**config.mk**
```make
export PLATFORM = sky130hd
export DESIGN_NAME = gate_recv_tbl
export DESIGN_NICKNAME = d
export VERILOG_FILES = /design/src/rtl/gate_pkg.sv /design/src/rtl/gate_deny_cnt.sv /design/src/rtl/gate_recv_tbl.sv
export SDC_FILE = /design/constraint.sdc
export NUM_CORES = 1
export LEC_CHECK = 0
export BUFFER_PORTS_ARGS = -buffer_cell sky130_fd_sc_hd__buf_2
export CAP_MARGIN = 10
export CORE_MARGIN = 4
export CORE_UTILIZATION = 40
export CTS_BUF_LIST = sky130_fd_sc_hd__clkbuf_4
export CTS_CLUSTER_SIZE = 28
export DETAILED_ROUTE_END_ITERATION = 10
export PLACE_DENSITY = 0.58
export SLEW_MARGIN = 15
export SYNTH_ARGS = -nofsm -noshare
export SYNTH_HDL_FRONTEND = slang
export SYNTH_SLANG_ARGS = --single-unit
```
**constraint.sdc**
```tcl
create_clock -name aclk -period 9.8 [get_ports aclk]
set_input_delay 1.96 -clock aclk [delete_from_list [all_inputs] [get_ports aclk]]
set_output_delay 1.96 -clock aclk [all_outputs]
set_load 0.05 [all_outputs]
```
**src/rtl/gate_pkg.sv**
```systemverilog
// gate_pkg: shared definitions for the receive-side route-capability gate.
//   - cap_op encodings for host capability commands
//   - route request struct (sender UL id + destination port)
// The struct fields are sized for the largest supported configuration:
// up to 16 ports and up to 8-bit UL ids. Narrower instances zero-extend.
package gate_pkg;

    localparam int MAX_UL_ID_BITS = 8;
    localparam int MAX_PORT_BITS  = 4;

    localparam logic [1:0] CAP_GRANT    = 2'b00;
    localparam logic [1:0] CAP_REVOKE   = 2'b01;
    localparam logic [1:0] CAP_CLR_PORT = 2'b10;
    localparam logic [1:0] CAP_CLR_ALL  = 2'b11;

    typedef struct packed {
        logic [MAX_UL_ID_BITS-1:0] ul_id;
        logic [MAX_PORT_BITS-1:0]  port;
    } route_req_t;

endpackage

```
**src/rtl/gate_deny_cnt.sv**
```systemverilog
// gate_deny_cnt: bank of N saturating counters.
//   clk, rst   : clock, synchronous active-high reset (clears all counters)
//   inc        : increment strobe for the counter chosen by inc_sel
//   inc_sel    : counter to increment (values >= N are ignored)
//   rd_sel     : counter to read (values >= N read as zero)
//   rd_cnt     : registered read data, one cycle after rd_sel
module gate_deny_cnt #(
    parameter int N        = 4,
    parameter int SEL_BITS = 2,
    parameter int CNT_BITS = 16
) (
    input  logic                clk,
    input  logic                rst,
    input  logic                inc,
    input  logic [SEL_BITS-1:0] inc_sel,
    input  logic [SEL_BITS-1:0] rd_sel,
    output logic [CNT_BITS-1:0] rd_cnt
);

    localparam logic [CNT_BITS-1:0] CNT_MAX = {CNT_BITS{1'b1}};
    localparam logic [CNT_BITS-1:0] CNT_ONE = {{(CNT_BITS-1){1'b0}}, 1'b1};

    logic [CNT_BITS-1:0] cnt_r [N];
    logic [CNT_BITS-1:0] rd_s;

    // Counter update: increment the selected counter, holding at all-ones.
    always_ff @(posedge clk) begin
        if (rst) begin
            for (int i = 0; i < N; i++) begin
                cnt_r[i] <= {CNT_BITS{1'b0}};
            end
        end else begin
            for (int i = 0; i < N; i++) begin
                if (inc && (inc_sel == SEL_BITS'(i)) && (cnt_r[i] != CNT_MAX)) begin
                    cnt_r[i] <= cnt_r[i] + CNT_ONE;
                end
            end
        end
    end

    // Read mux: out-of-range selects return zero.
    always_comb begin
        rd_s = {CNT_BITS{1'b0}};
        for (int i = 0; i < N; i++) begin
            if (rd_sel == SEL_BITS'(i)) begin
                rd_s = cnt_r[i];
            end else begin
                rd_s = rd_s;
            end
        end
    end

    // Registered read port.
    always_ff @(posedge clk) begin
        if (rst) begin
            rd_cnt <= {CNT_BITS{1'b0}};
        end else begin
            rd_cnt <= rd_s;
        end
    end

endmodule

```
**src/rtl/gate_recv_tbl.sv**
```systemverilog
// gate_recv_tbl: receive-side route-capability gate.
// A table of N_PORTS entries, each a bitmask of sender UL ids allowed to reach
// that port, is maintained by host commands and consulted for each routed
// request. Verdicts leave through a single output register stage.
//   aclk, areset          : clock, synchronous active-high reset
//   cap_valid/op/port/ul_id : host grant/revoke/clear-port/clear-all command
//   req_valid/ready/ul_id/port : incoming route request stream
//   rsp_valid/ready/grant/port : verdict stream (port echoes the request)
//   stat_port, stat_cnt   : per-port deny counter readback, 1-cycle latency
module gate_recv_tbl
    import gate_pkg::*;
#(
    parameter int N_PORTS    = 4,
    parameter int UL_ID_BITS = 3,
    parameter int PORT_BITS  = (N_PORTS > 1) ? $clog2(N_PORTS) : 1,
    parameter int CNT_BITS   = 16
) (
    input  logic                  aclk,
    input  logic                  areset,
    input  logic                  cap_valid,
    input  logic [1:0]            cap_op,
    input  logic [PORT_BITS-1:0]  cap_port,
    input  logic [UL_ID_BITS-1:0] cap_ul_id,
    input  logic                  req_valid,
    output logic                  req_ready,
    input  logic [UL_ID_BITS-1:0] req_ul_id,
    input  logic [PORT_BITS-1:0]  req_port,
    output logic                  rsp_valid,
    input  logic                  rsp_ready,
    output logic                  rsp_grant,
    output logic [PORT_BITS-1:0]  rsp_port,
    input  logic [PORT_BITS-1:0]  stat_port,
    output logic [CNT_BITS-1:0]   stat_cnt
);

    localparam int N_UL = 2 ** UL_ID_BITS;

    logic [N_UL-1:0] table_r [N_PORTS];
    route_req_t      req_s;
    logic            accept_s;
    logic            port_ok_s;
    logic            hit_s;
    logic            deny_inc_s;

    // The output register can take a new verdict when empty or draining.
    assign req_ready = !rsp_valid || rsp_ready;
    assign accept_s  = req_valid && req_ready;

    assign req_s.ul_id = MAX_UL_ID_BITS'(req_ul_id);
    assign req_s.port  = MAX_PORT_BITS'(req_port);

    // Table lookup; a port with no matching entry is out of range and denies.
    always_comb begin
        port_ok_s = 1'b0;
        hit_s     = 1'b0;
        for (int p = 0; p < N_PORTS; p++) begin
            if (req_s.port == MAX_PORT_BITS'(p)) begin
                port_ok_s = 1'b1;
                for (int u = 0; u < N_UL; u++) begin
                    if (req_s.ul_id == MAX_UL_ID_BITS'(u)) begin
                        hit_s = table_r[p][u];
                    end else begin
                        hit_s = hit_s;
                    end
                end
            end else begin
                port_ok_s = port_ok_s;
            end
        end
    end

    // Denials are counted at accept time, only for ports that exist.
    assign deny_inc_s = accept_s && port_ok_s && !hit_s;

    // Capability table; lookups in the same cycle see the pre-write contents.
    always_ff @(posedge aclk) begin
        if (areset) begin
            for (int p = 0; p < N_PORTS; p++) begin
                table_r[p] <= {N_UL{1'b0}};
            end
        end else if (cap_valid) begin
            case (cap_op)
                CAP_GRANT: begin
                    for (int p = 0; p < N_PORTS; p++) begin
                        if (cap_port == PORT_BITS'(p)) begin
                            table_r[p][cap_ul_id] <= 1'b1;
                        end
                    end
                end
                CAP_REVOKE: begin
                    for (int p = 0; p < N_PORTS; p++) begin
                        if (cap_port == PORT_BITS'(p)) begin
                            table_r[p][cap_ul_id] <= 1'b0;
                        end
                    end
                end
                CAP_CLR_PORT: begin
                    for (int p = 0; p < N_PORTS; p++) begin
                        if (cap_port == PORT_BITS'(p)) begin
                            table_r[p] <= {N_UL{1'b0}};
                        end
                    end
                end
                CAP_CLR_ALL: begin
                    for (int p = 0; p < N_PORTS; p++) begin
                        table_r[p] <= {N_UL{1'b0}};
                    end
                end
                default: begin
                    for (int p = 0; p < N_PORTS; p++) begin
                        table_r[p] <= table_r[p];
                    end
                end
            endcase
        end
    end

    // Verdict output register; held while the consumer stalls.
    always_ff @(posedge aclk) begin
        if (areset) begin
            rsp_valid <= 1'b0;
            rsp_grant <= 1'b0;
            rsp_port  <= {PORT_BITS{1'b0}};
        end else if (accept_s) begin
            rsp_valid <= 1'b1;
            rsp_grant <= port_ok_s && hit_s;
            rsp_port  <= req_port;
        end else if (rsp_ready) begin
            rsp_valid <= 1'b0;
        end
    end

    gate_deny_cnt #(
        .N        (N_PORTS),
        .SEL_BITS (PORT_BITS),
        .CNT_BITS (CNT_BITS)
    ) u_deny_cnt (
        .clk     (aclk),
        .rst     (areset),
        .inc     (deny_inc_s),
        .inc_sel (req_port),
        .rd_sel  (stat_port),
        .rd_cnt  (stat_cnt)
    );

endmodule

```
=== Yosys cells after proc, flatten, opt, wreduce, memory -nomap -nowiden ===
Memories as Yosys holds them, arrays and structs flattened.
Index checks and enable logic that the tools add are counted.

* RAM bits: 96
* Output and inout port bits: 21
* Register bits: 20
* Memories: 2

{| class="wikitable"
|+ Memories
! memory !! words !! bits a word !! rd ports !! clocked after Yosys merged registers in !! wr ports !! line !! RTL
|-
| u_deny_cnt.cnt_r || 4 || 16 || 4 || 0 || 4 || gate_deny_cnt.sv:23 || <nowiki>logic [CNT_BITS-1:0] cnt_r [N];</nowiki>
|-
| table_r || 4 || 8 || 4 || 0 || 4 || gate_recv_tbl.sv:38 || <nowiki>logic [N_UL-1:0] table_r [N_PORTS];</nowiki>
|}

* Bitwise operators: 132
* Equality and inequality tests: 23
* Add/sub/neg operators: 4
* $lt $le $gt $ge: 2
* Mux-type cells: 250
* Reductions and logical operators: 23

{| class="wikitable"
|+ Operator list
! cell !! number
|-
| $mux 1 || 233
|-
| $or 1x1->1 || 132
|-
| $mux 16 || 8
|-
| $add 16x1->16 const B || 4
|-
| $mux 8 || 8
|-
| $ne 16x16->1 const B || 4
|-
| $eq 2x2->1 const B || 8
|-
| $logic_and 1x1->1 || 13
|-
| $eq 3x3->1 const B || 4
|-
| $eq 2x1->1 const B || 4
|-
| $logic_not 2->1 || 4
|-
| $logic_not 8->1 || 1
|-
| $eq 3x2->1 const B || 2
|-
| $logic_not 4->1 || 1
|-
| $lt 3x4->1 const B || 1
|-
| $demux 1 s3 || 1
|-
| $eq 3x1->1 const B || 1
|-
| $ge 3x1->1 const B || 1
|-
| $logic_not 1->1 || 2
|-
| $reduce_bool 2->1 || 1
|-
| $logic_or 1x1->1 || 1
|}

=== Depth between registers and ports, before layout ===
Gate-level depths: netlist of the first run.

* Depth after elaboration: 45
* Mapped depth: 8
* Mapped depth without buffers: 6

=== Hierarchy ===
From an unflattened synthesis of the first run, not the netlist that was laid out.

* Cell total of the unflattened synthesis: 612
* Area, all modules: 6422.4 um2

{| class="wikitable"
|+ Modules (own cells, without submodules)
! module !! area an instance (um2) !! cells an instance !! times used !! sequential area each (um2)
|-
| gate_deny_cnt || 4316.6 || 382 || 1 || 2242.2
|-
| gate_recv_tbl || 2105.8 || 230 || 1 || 880.8
|}

=== Worst setup path before layout of the first run ===
OpenSTA, ideal clock, no wires.

* Path kind: input-to-reg
* Start: input port rsp_ready
* End: memory u_deny_cnt.cnt_r[3][0] (enable)
* Arrival: 4.511 ns
* Stages on the path: 6
* Library setup time: 0.411 ns
* Slack: 4.878 ns
* Cells stage by stage: nand2b_1 -> and2_1 -> buf_2 -> nand4_1 -> buf_2 -> o21ai_0

{| class="wikitable"
|+ RTL lines
! item !! line !! RTL
|-
| start, declared || gate_recv_tbl.sv:29 || <nowiki>input logic rsp_ready,</nowiki>
|-
| end, declared || gate_deny_cnt.sv:23 ||
|}

=== Worst setup path after layout of the first run ===
* Start: input port rsp_ready
* End: output port req_ready

* Word-level cells in the longest chain between the ends: 1

{| class="wikitable"
|+ RTL lines
! item !! line !! RTL
|-
| $logic_or 1x1->1 || gate_recv_tbl.sv:46 || <nowiki>assign req_ready = !rsp_valid || rsp_ready;</nowiki>
|-
| end, declared || gate_recv_tbl.sv:25 || <nowiki>output logic req_ready,</nowiki>
|}

No other way between the ends.

==> impl_metrics.tcl, run 1 <==
set metrics [dict create \
    die_area_um2 18790 \
    synth-edff-count 80 \
    status "complete, no violations" \
    yosys_most_used_dff "edfxtp_1" \
    cp_top_family "buffers and inverters" \
    ys_ff_latch 116 \
    synth_area_um2 6665 \
    yosys.area.top_type "edfxtp_1" \
    clk_path_buf_depth 2 \
    vias_per_cell 5.641 \
    vdd_drop_max_mv 0.06561 \
    place_ws_ps 4929 \
    rsz0062_at_grt "no" \
    clockRootBuffer "clkbuf_4" \
    synth.area.top_cells "edfxtp_1 (36%), dfxtp_1 (11%), nor4_2 (7.9%), mux4_2 (6.1%), xor2_1 (3.8%)" \
    cap_violations 0 \
    die_h_um 137.1 \
    final_design_area_no_fill_um2 7262 \
    fin_crit_ps 4384 \
    critPathBufInv 2 \
    num_rows 46 \
    fin_tns_setup_ps 0 \
    fin_skew_ps 18.30 \
    gr-total-overflow 0 \
    numPortBuffers 39 \
    r2r_start "u_deny_cnt.cnt_r[2][0]$_SDFFCE_PN0P_" \
    pin_count 40 \
    drt-pass1-iter-count 4 \
    grt_use_total_pct 17.88 \
    top_layer "met4" \
    crit_path_end_kind "output pin" \
    postCtsSetupBuffers 0 \
    clk_latency_ps 550 \
    synth_common_cells "edfxtp_1 (80), nor2_1 (42), nor4_2 (42), nand2_1 (37), dfxtp_1 (36)" \
    wl_met3_um 892 \
    antenna_found_initial 1 \
    start_util_pct 41.36 \
    async_flop_share_pct 0 \
    cp-startpoint "rsp_ready" \
    slowest_delay_ps 220 \
    min_from "rsp_port[0]$_SDFFE_PP0P_" \
    synth_most_common_cell "edfxtp_1" \
    wl_met2_um 7700 \
    fin_nets 634 \
    required_ps 7840 \
    hp-class "register to register" \
    synthDistinctLibCells 57 \
    synth.top_cell.area_share_pct 36.04 \
    ys_seq_area_share_pct 46.86 \
    grt_pass1_vias 4637 \
    finalSetupViolations 0 \
    die_x_um 137.1 \
    worst_slew_pin_slew_ps 1103 \
    path_cells "buf_2, nand2b_1, buf_2" \
    vias 4744 \
    path_max_fanout 3 \
    areaGrowthSynthToFinish_pct 8.954 \
    cts_tree "built" \
    postLayoutSetupSlackWorst_ps 5416 \
    syn_area_per_cell_um2 11.41 \
    cts_resized 0 \
    globalplace.congestion 0.8343 \
    drt_wl_total_um 15970 \
    maxSlewViolCount 0 \
    synth_warnings 0 \
    fmax_mhz 228.1 \
    startpoint_type "input pin" \
    finalCritPeriodShare_pct 44.73 \
    drt_iter0_markers 513 \
    fillCellCount 1537 \
    slew_headroom_pct 26.45 \
    core_um2 16120 \
    m1WireLength_um 7091 \
    ant_nets 0 \
    drive_above_1_share_pct 25.00 \
    whs_ps 512.2 \
    avgRoutedWirePerCell_um 18.99 \
    total_power_mw 1.103 \
    hold_buffers 0 \
    critPathArrivalTime_ps 2420 \
    grt_pass1_wl_um 25610 \
    placedInstanceArea_um2 6959 \
    clk_pin_slew_ps 120 \
    hold_viol_final 0 \
    clkSinkCount 116 \
    p_leak_nw 2.347 \
    power_density_nw_per_um2 151.8 \
    drc 0 \
    numCtsBuffers 17 \
    grt_max_degree 64 \
    synth_cells 584 \
    syn_nets 607 \
    crit_slowest_cell "buf_2" \
    cts_max_level 4 \
    path_class "input pin to output pin" \
    dp_hpwl_um 11190 \
    crit_top_cell "buf_2" \
]
## routing by layer
layer	global-route usage [%]	vias to the layer above
met5	0	-
met4	5.211	0
met3	4.559	20
met2	28.86	131
met1	23.80	2320
li1	-	2273
## path summary, 6_finish.rpt
path	to	slack, ps	cells after the start
max reg2reg	u_deny_cnt.cnt_r[2][6]$_SDFFCE_PN0P_	6770	6
max	req_ready	5420	3
min reg2reg	rsp_port[0]$_SDFFE_PP0P_	510	2
min	rsp_port[0]$_SDFFE_PP0P_	510	2
## power breakdown
group,internal (mW),switching [mW],leakage [nW]
combinational,0.0469,0.0993,1.06
clock,0.182,0.197,0.161
sequential,0.552,0.0256,1.12
total,0.781,0.322,2.35
## logic make-up after synthesis
group / synth area share [%]
fa+ha+maj: 0.7509
mux: 8.203
flops: 46.86
buf+inv: 3.641
compound gates: 7.321
xor+xnor: 7.359
simple gates: 25.87
## metrics by stage
step | util, % | cells
final | 45.06 | 841
after global routing | 45.06 | 841
after CTS | 45.05 | 840
after detailed placement | 43.18 | 808
after global placement | 43.18 | 808
after floorplan | - | 584
## final cells by class
type                            instances  area (µm²)  share of cell area [%]
Clock buffer                           19       142.6                   1.964
Antenna cell                            1       2.502                 0.03446
Multi-Input combinational cell        422        3299                   45.43
Inverter                               11       41.29                  0.5686
Tap cell                              216       270.3                   3.722
Timing Repair Buffer                   43       225.2                   3.101
Clock inverter                         13       157.7                   2.171
Sequential cell                       116        3123                   43.00
## tightest hold or removal path, delay by kind of cell (launching register included)
kind,cells,cell delay (ps)
AND/OR/NAND/NOR,1,70
multiplexers,1,70
flip-flops,1,350
## cells in the final DEF (no fill, tap or decap), types with 3 or more instances in the layout
cell type	n
and3_1	12
mux2i_1	13
nor4_2	42
ha_1	4
o21ai_0	27
clkinv_4	3
nand2_1	37
dfxtp_1	36
a21oi_1	3
inv_1	9
and2_1	28
nand2b_1	3
nor4_1	3
nand4_1	13
buf_2	39
a31oi_1	8
edfxtp_1	80
bufinv_16	3
nand3_1	29
o21ai_1	3
xor2_1	29
o311a_1	10
nand3b_1	3
o22ai_1	8
nor3_2	8
nor2_1	42
nor3_1	19
and4_1	4
clkbuf_4	19
mux4_2	18
buf_4	4
or3_1	3
xnor2_1	27
## sequential cells by signal, summed over array words and instances (netlist names)
name               cells
u_deny_cnt.cnt_r      64
table_r               32
u_deny_cnt.rd_cnt     16
rsp_port               2
rsp_grant              1
rsp_valid              1
Note: power is estimated with default switching activity, not from simulation.
==> run 2, diff against run 1 <==
--- a/config.mk
+++ b/config.mk
@@ -12,7 +12,7 @@
 export CTS_BUF_LIST = sky130_fd_sc_hd__clkbuf_4
 export CTS_CLUSTER_SIZE = 28
 export DETAILED_ROUTE_END_ITERATION = 10
-export PLACE_DENSITY = 0.58
+export PLACE_DENSITY = 0.6
 export SLEW_MARGIN = 15
 export SYNTH_ARGS = -nofsm -noshare
 export SYNTH_HDL_FRONTEND = slang
==> constraint.sdc (replaced) <==
create_clock -name aclk -period 3.7 [get_ports aclk]
set_input_delay 0.74 -clock aclk [delete_from_list [all_inputs] [get_ports aclk]]
set_output_delay 0.74 -clock aclk [all_outputs]
set_load 0.05 [all_outputs]
==> impl_metrics.tcl, run 2 (synthesis results as in run 1) <==
set metrics [dict create \
    crit_slowest_cell "mux4_2" \
    finalCritPeriodShare_pct 69.74 \
    whs_path_depth 3 \
    pin_count 40 \
    regMostFlops "u_deny_cnt.cnt_r" \
    cap_violations 0 \
    num_rows 46 \
    maxSlewViolCount 0 \
    cts_tree "built" \
    r2r_start "u_deny_cnt.cnt_r[1][0]$_SDFFCE_PN0P_" \
    drc 0 \
    antenna_found_initial 0 \
    drive_above_1_share_pct 25.47 \
    globalplace.congestion 0.8388 \
    vias_per_cell 5.682 \
    power_density_nw_per_um2 394.2 \
    ant_nets 0 \
    clk_pin_slew_ps 100 \
    reg2reg_depth 6 \
    slew_headroom_pct 45.73 \
    crit_path_end_kind "register" \
    grt_use_total_pct 18.06 \
    clk_path_buf_depth 2 \
    final_common_cell "edfxtp_1" \
    fin_tns_setup_ps 0 \
    startpoint_type "input pin" \
    mostFrequentLayoutCells "edfxtp_1 (80), nor2_1 (42), nor4_2 (42)" \
    grt_pass1_vias 4872 \
    hp-class "input pin to register" \
    finalSetupViolations 0 \
    postCtsSetupBuffers 0 \
    antennaDiodeCount 0 \
    rsz0062_at_grt "no" \
    fin_nets 642 \
    grt_pass1_wl_um 26210 \
    path_max_fanout 23 \
    status "complete, no violations" \
    drt_wl_total_um 16020 \
    slowest_delay_ps 530 \
    fillCellCount 1555 \
    drt-pass1-iter-count 5 \
    top_regs "u_deny_cnt.cnt_r: 64 flops, table_r: 32 flops, u_deny_cnt.rd_cnt: 16 flops" \
    clk_latency_ps 530 \
    vias 4818 \
    worst_slew_pin_slew_ps 810.2 \
    clkSinkCount 116 \
    gr-total-overflow 0 \
    clockRootBuffer "clkbuf_4" \
    fin_crit_ps 2580 \
    numCtsBuffers 17 \
    fmax_mhz 387.5 \
    die_x_um 137.1 \
    utilization_pct 45.39 \
    cts_max_level 4 \
    p_leak_nw 2.380 \
    areaGrowthSynthToFinish_pct 9.743 \
    min_from "req_valid" \
    r2r-end "u_deny_cnt.cnt_r[1][5]$_SDFFCE_PN0P_" \
    hold_buffers 0 \
    dp_hpwl_um 11650 \
    reg2reg_slack_ps 1130 \
    cts_resized 0 \
    grt_max_degree 31 \
    die_area_um2 18790 \
    avgRoutedWirePerCell_um 18.89 \
    min_to "rsp_valid$_SDFFE_PP0P_" \
    start_util_pct 41.36 \
    largest_reg_flops 64 \
    numPortBuffers 39 \
    drt_iter0_markers 286 \
    path_class "input pin to register" \
    hold_viol_final 0 \
    core_um2 16120 \
    vdd_drop_max_mv 0.2504 \
    required_ps 4040 \
    critPathArrivalTime_ps 2920 \
    die_h_um 137.1 \
    path_cells "buf_2, mux4_2, and2_4, o2111ai_4, nand3_4, buf_4, nor4_2" \
    fin_skew_ps 14.34 \
]
run 2: changes by cell type in the layout (fill, tap and decap cells not counted):
cell | previous run | this run
diode_2 | 1 | 0
buf_12 | 0 | 1
clkinv_4 | 3 | 0
clkinv_2 | 2 | 4
inv_4 | 2 | 0
buf_4 | 4 | 11
clkinv_1 | 2 | 5
run 2: layout make-up:
cell class | instances | area (µm²) | area share (%)
Clock inverter | 13 | 140.1 | 1.916
Clock buffer | 19 | 142.6 | 1.950
Timing Repair Buffer | 51 | 297.8 | 4.071
Multi-Input combinational cell | 422 | 3299 | 45.11
Inverter | 11 | 41.29 | 0.5645
Tap cell | 216 | 270.3 | 3.695
Sequential cell | 116 | 3123 | 42.70
run 2: metrics by stage:
| stage | power (mW) | worst slack, ps | std cells | instance area, µm² | hold slack, ps |
|---|---|---|---|---|---|
| 2_1_floorplan | 1.844 | 434.3 | 584 | 6665 | 477.3 |
| 3_3_place_gp | 1.951 | 646.4 | 816 | 7032 | 477.1 |
| 3_5_place_dp | 1.961 | 565.0 | 816 | 7032 | 491.9 |
| 4_1_cts | 2.905 | 1110 | 848 | 7315 | 436.4 |
| 5_1_grt | 3.002 | 906.2 | 848 | 7315 | 435.0 |
| 6_report | 2.884 | 1120 | 848 | 7315 | 472.0 |
run 2: worst max-delay path by stage:
| stage | startpoint | to | slack [ps] | cells after the start |
|---|---|---|---|---|
| 2_1_floorplan | rsp_ready | u_deny_cnt.cnt_r[3][0]$_SDFFCE_PN0P_ | 430 | 6 |
| 3_3_place_gp | req_ul_id[0] | u_deny_cnt.cnt_r[2][15]$_SDFFCE_PN0P_ | 650 | 7 |
| 3_5_place_dp | req_ul_id[0] | u_deny_cnt.cnt_r[2][13]$_SDFFCE_PN0P_ | 560 | 7 |
| 4_1_cts | u_deny_cnt.cnt_r[1][0]$_SDFFCE_PN0P_ | u_deny_cnt.cnt_r[1][8]$_SDFFCE_PN0P_ | 1110 | 6 |
| 5_1_grt | u_deny_cnt.cnt_r[1][0]$_SDFFCE_PN0P_ | u_deny_cnt.cnt_r[1][12]$_SDFFCE_PN0P_ | 910 | 6 |
| 6_report | req_ul_id[0] | u_deny_cnt.cnt_r[2][13]$_SDFFCE_PN0P_ | 1120 | 7 |
run 2: worst max-delay path, delay by kind of cell:
kind	cells	cell delay (ps)
and+or+nand+nor	3	800
AOI/OAI and AO/OA	1	250
buffers and inverters	2	580
muxes	1	530
run 2: per-layer routing:
metal	share of wire (%)	GRT usage (%)	wire length (µm)	vias to the layer above
li1	-	-	-	2280
met1	43	22.90	6893	2368
met2	49	30.03	7897	153
met3	6.3	4.926	1007	17
met4	1.4	5.654	223	0
met5	0	0	0	-
run 2: report_power, final:
| group | switching, mW | internal (mW) |
|---|---|---|
| Combinational | 0.266 | 0.134 |
| Sequential | 0.0682 | 1.46 |
| Clock | 0.484 | 0.469 |
| Total | 0.818 | 2.07 |
==> run 3, diff against run 2 <==
==> constraint.sdc (replaced) <==
create_clock -name aclk -period 2.35 [get_ports aclk]
set_input_delay 0.47 -clock aclk [delete_from_list [all_inputs] [get_ports aclk]]
set_output_delay 0.47 -clock aclk [all_outputs]
set_load 0.05 [all_outputs]
==> impl_metrics.tcl, run 3 (synthesis results as in run 1) <==
set metrics [dict create \
    antenna_found_initial 1 \
    path_class "register to register" \
    rsz0062_at_grt "no" \
    grt_pass1_vias 4951 \
    vias_per_cell 5.693 \
    drt_wl_total_um 16340 \
    reg2reg_depth 7 \
    min_from "req_valid" \
    regMostFlops "u_deny_cnt.cnt_r" \
    crit_path_end_kind "register" \
    mostFrequentLayoutCells "edfxtp_1 (80), nor2_1 (42), nor4_2 (42)" \
    largest_reg_flops 64 \
    utilization_pct 47.41 \
    reg2reg_slack_ps 240 \
    globalplace.congestion 0.8745 \
    postLayoutSetupSlackWorst_ps 236.5 \
    finalCritPeriodShare_pct 89.94 \
    hold_viol_final 0 \
    areaGrowthSynthToFinish_pct 14.64 \
    cts_max_level 4 \
    grt_use_total_pct 18.46 \
    die_h_um 137.1 \
    numCtsBuffers 17 \
    clk_path_buf_depth 2 \
    core_um2 16120 \
    cts_tree "built" \
    cts_resized 0 \
    maxSlewViolCount 0 \
    required_ps 2650 \
    slew_headroom_pct 52.33 \
    fin_nets 669 \
    final_common_cell "edfxtp_1" \
    avgRoutedWirePerCell_um 18.65 \
    postCtsSetupBuffers 0 \
    min_to "rsp_valid$_SDFFE_PP0P_" \
    start_util_pct 41.36 \
    dp_hpwl_um 12170 \
    whs_path_depth 3 \
    drive_above_1_share_pct 29.59 \
    hold_buffers 0 \
    grt_pass1_wl_um 26450 \
    clk_latency_ps 560 \
    finalSetupViolations 0 \
    fin_skew_ps 20.53 \
    startpoint_type "register" \
    r2r-end "u_deny_cnt.cnt_r[3][5]$_SDFFCE_PN0P_" \
    critPathArrivalTime_ps 2410 \
    placedInstanceArea_um2 7351 \
    die_area_um2 18790 \
    power_density_nw_per_um2 610.5 \
    numPortBuffers 39 \
    p_leak_nw 2.565 \
    r2r_start "u_deny_cnt.cnt_r[3][0]$_SDFFCE_PN0P_" \
    drt-pass1-iter-count 4 \
    die_x_um 137.1 \
    ant_nets 0 \
    vias 4987 \
    drt_iter0_markers 329 \
    status "complete, no violations" \
    cap_violations 0 \
    worst_slew_pin_slew_ps 711.8 \
    fmax_mhz 473.2 \
    clk_pin_slew_ps 130 \
    place_ws_ps -57.95 \
    hp-class "input pin to register" \
    vdd_drop_max_mv 0.2939 \
    top_regs "u_deny_cnt.cnt_r: 64 flops, table_r: 32 flops, u_deny_cnt.rd_cnt: 16 flops" \
    path_max_fanout 16 \
    num_rows 46 \
    final_design_area_no_fill_um2 7641 \
    clockRootBuffer "clkbuf_4" \
    fin_crit_ps 2113 \
    clkSinkCount 116 \
    total_power_mw 4.665 \
    drc 0 \
    pin_count 40 \
    grt_max_degree 24 \
    gr-total-overflow 0 \
    fillCellCount 1523 \
]
-- run 3: cell count changes in the layout (fill, tap and decap cells not counted), moves of 2 or more --
cell      delta
o21ai_1      -3
clkbuf_4     -2
buf_12       +6
inv_4        +2
clkinv_1     -3
inv_6        +2
o21ai_4      +3
buf_4       +21
-- run 3: layout make-up --
| class | instances | area, µm² | area share (%) |
|---|---|---|---|
| Clock inverter | 15 | 160.2 | 2.096 |
| Antenna cell | 1 | 2.502 | 0.03275 |
| Multi-Input combinational cell | 422 | 3341 | 43.72 |
| Sequential cell | 116 | 3123 | 40.87 |
| Timing Repair Buffer | 78 | 575.6 | 7.532 |
| Inverter | 11 | 41.29 | 0.5404 |
| Tap cell | 216 | 270.3 | 3.537 |
| Clock buffer | 17 | 127.6 | 1.670 |
-- run 3: routing by layer --
metal / global-route usage [%] / up-vias / wire (µm)
met5: 0 / - / 0
met4: 7.373 / 0 / 343
met3: 3.456 / 23 / 761
met2: 31.99 / 139 / 8454
met1: 22.64 / 2475 / 6776
li1: - / 2350 / -
-- run 3: stage by stage --
step	hold WS, ps	instances	setup TNS, ps
finish	156.2	876	0
global route	123.9	876	0
CTS	121.8	875	0
detailed placement	479.9	843	-1227
global placement	477.0	843	-294.8
floorplan	477.3	584	-949.1
-- run 3: worst max-delay path: stages (launching register included) --
cell and delay (ps):
edfxtp_1 440, ha_1 230, nand2_1 110, nor3_1 400, nand4_1 180, nand4_1 230
buf_12 190, nor3_1 70
-- run 3: worst max-delay path by stage --
stage | startpoint | end | slack (ps) | cells past startpoint
detailed placement | req_ul_id[0] | u_deny_cnt.cnt_r[2][11]$_SDFFCE_PN0P_ | -60 | 7
floorplan | req_ul_id[0] | u_deny_cnt.cnt_r[2][0]$_SDFFCE_PN0P_ | -60 | 6
global route | u_deny_cnt.cnt_r[3][0]$_SDFFCE_PN0P_ | u_deny_cnt.cnt_r[3][6]$_SDFFCE_PN0P_ | 90 | 7
global placement | req_ul_id[2] | u_deny_cnt.cnt_r[0][7]$_SDFFCE_PN0P_ | -20 | 8
CTS | u_deny_cnt.cnt_r[3][0]$_SDFFCE_PN0P_ | u_deny_cnt.cnt_r[3][5]$_SDFFCE_PN0P_ | 180 | 7
finish | u_deny_cnt.cnt_r[3][0]$_SDFFCE_PN0P_ | u_deny_cnt.cnt_r[3][5]$_SDFFCE_PN0P_ | 240 | 7
-- run 3: power breakdown --
group | switching (mW) | internal (mW) | total (mW)
Combinational | 0.441 | 0.265 | 0.706
Sequential | 0.102 | 2.30 | 2.40
Clock | 0.827 | 0.728 | 1.55
Total | 1.37 | 3.29 | 4.66
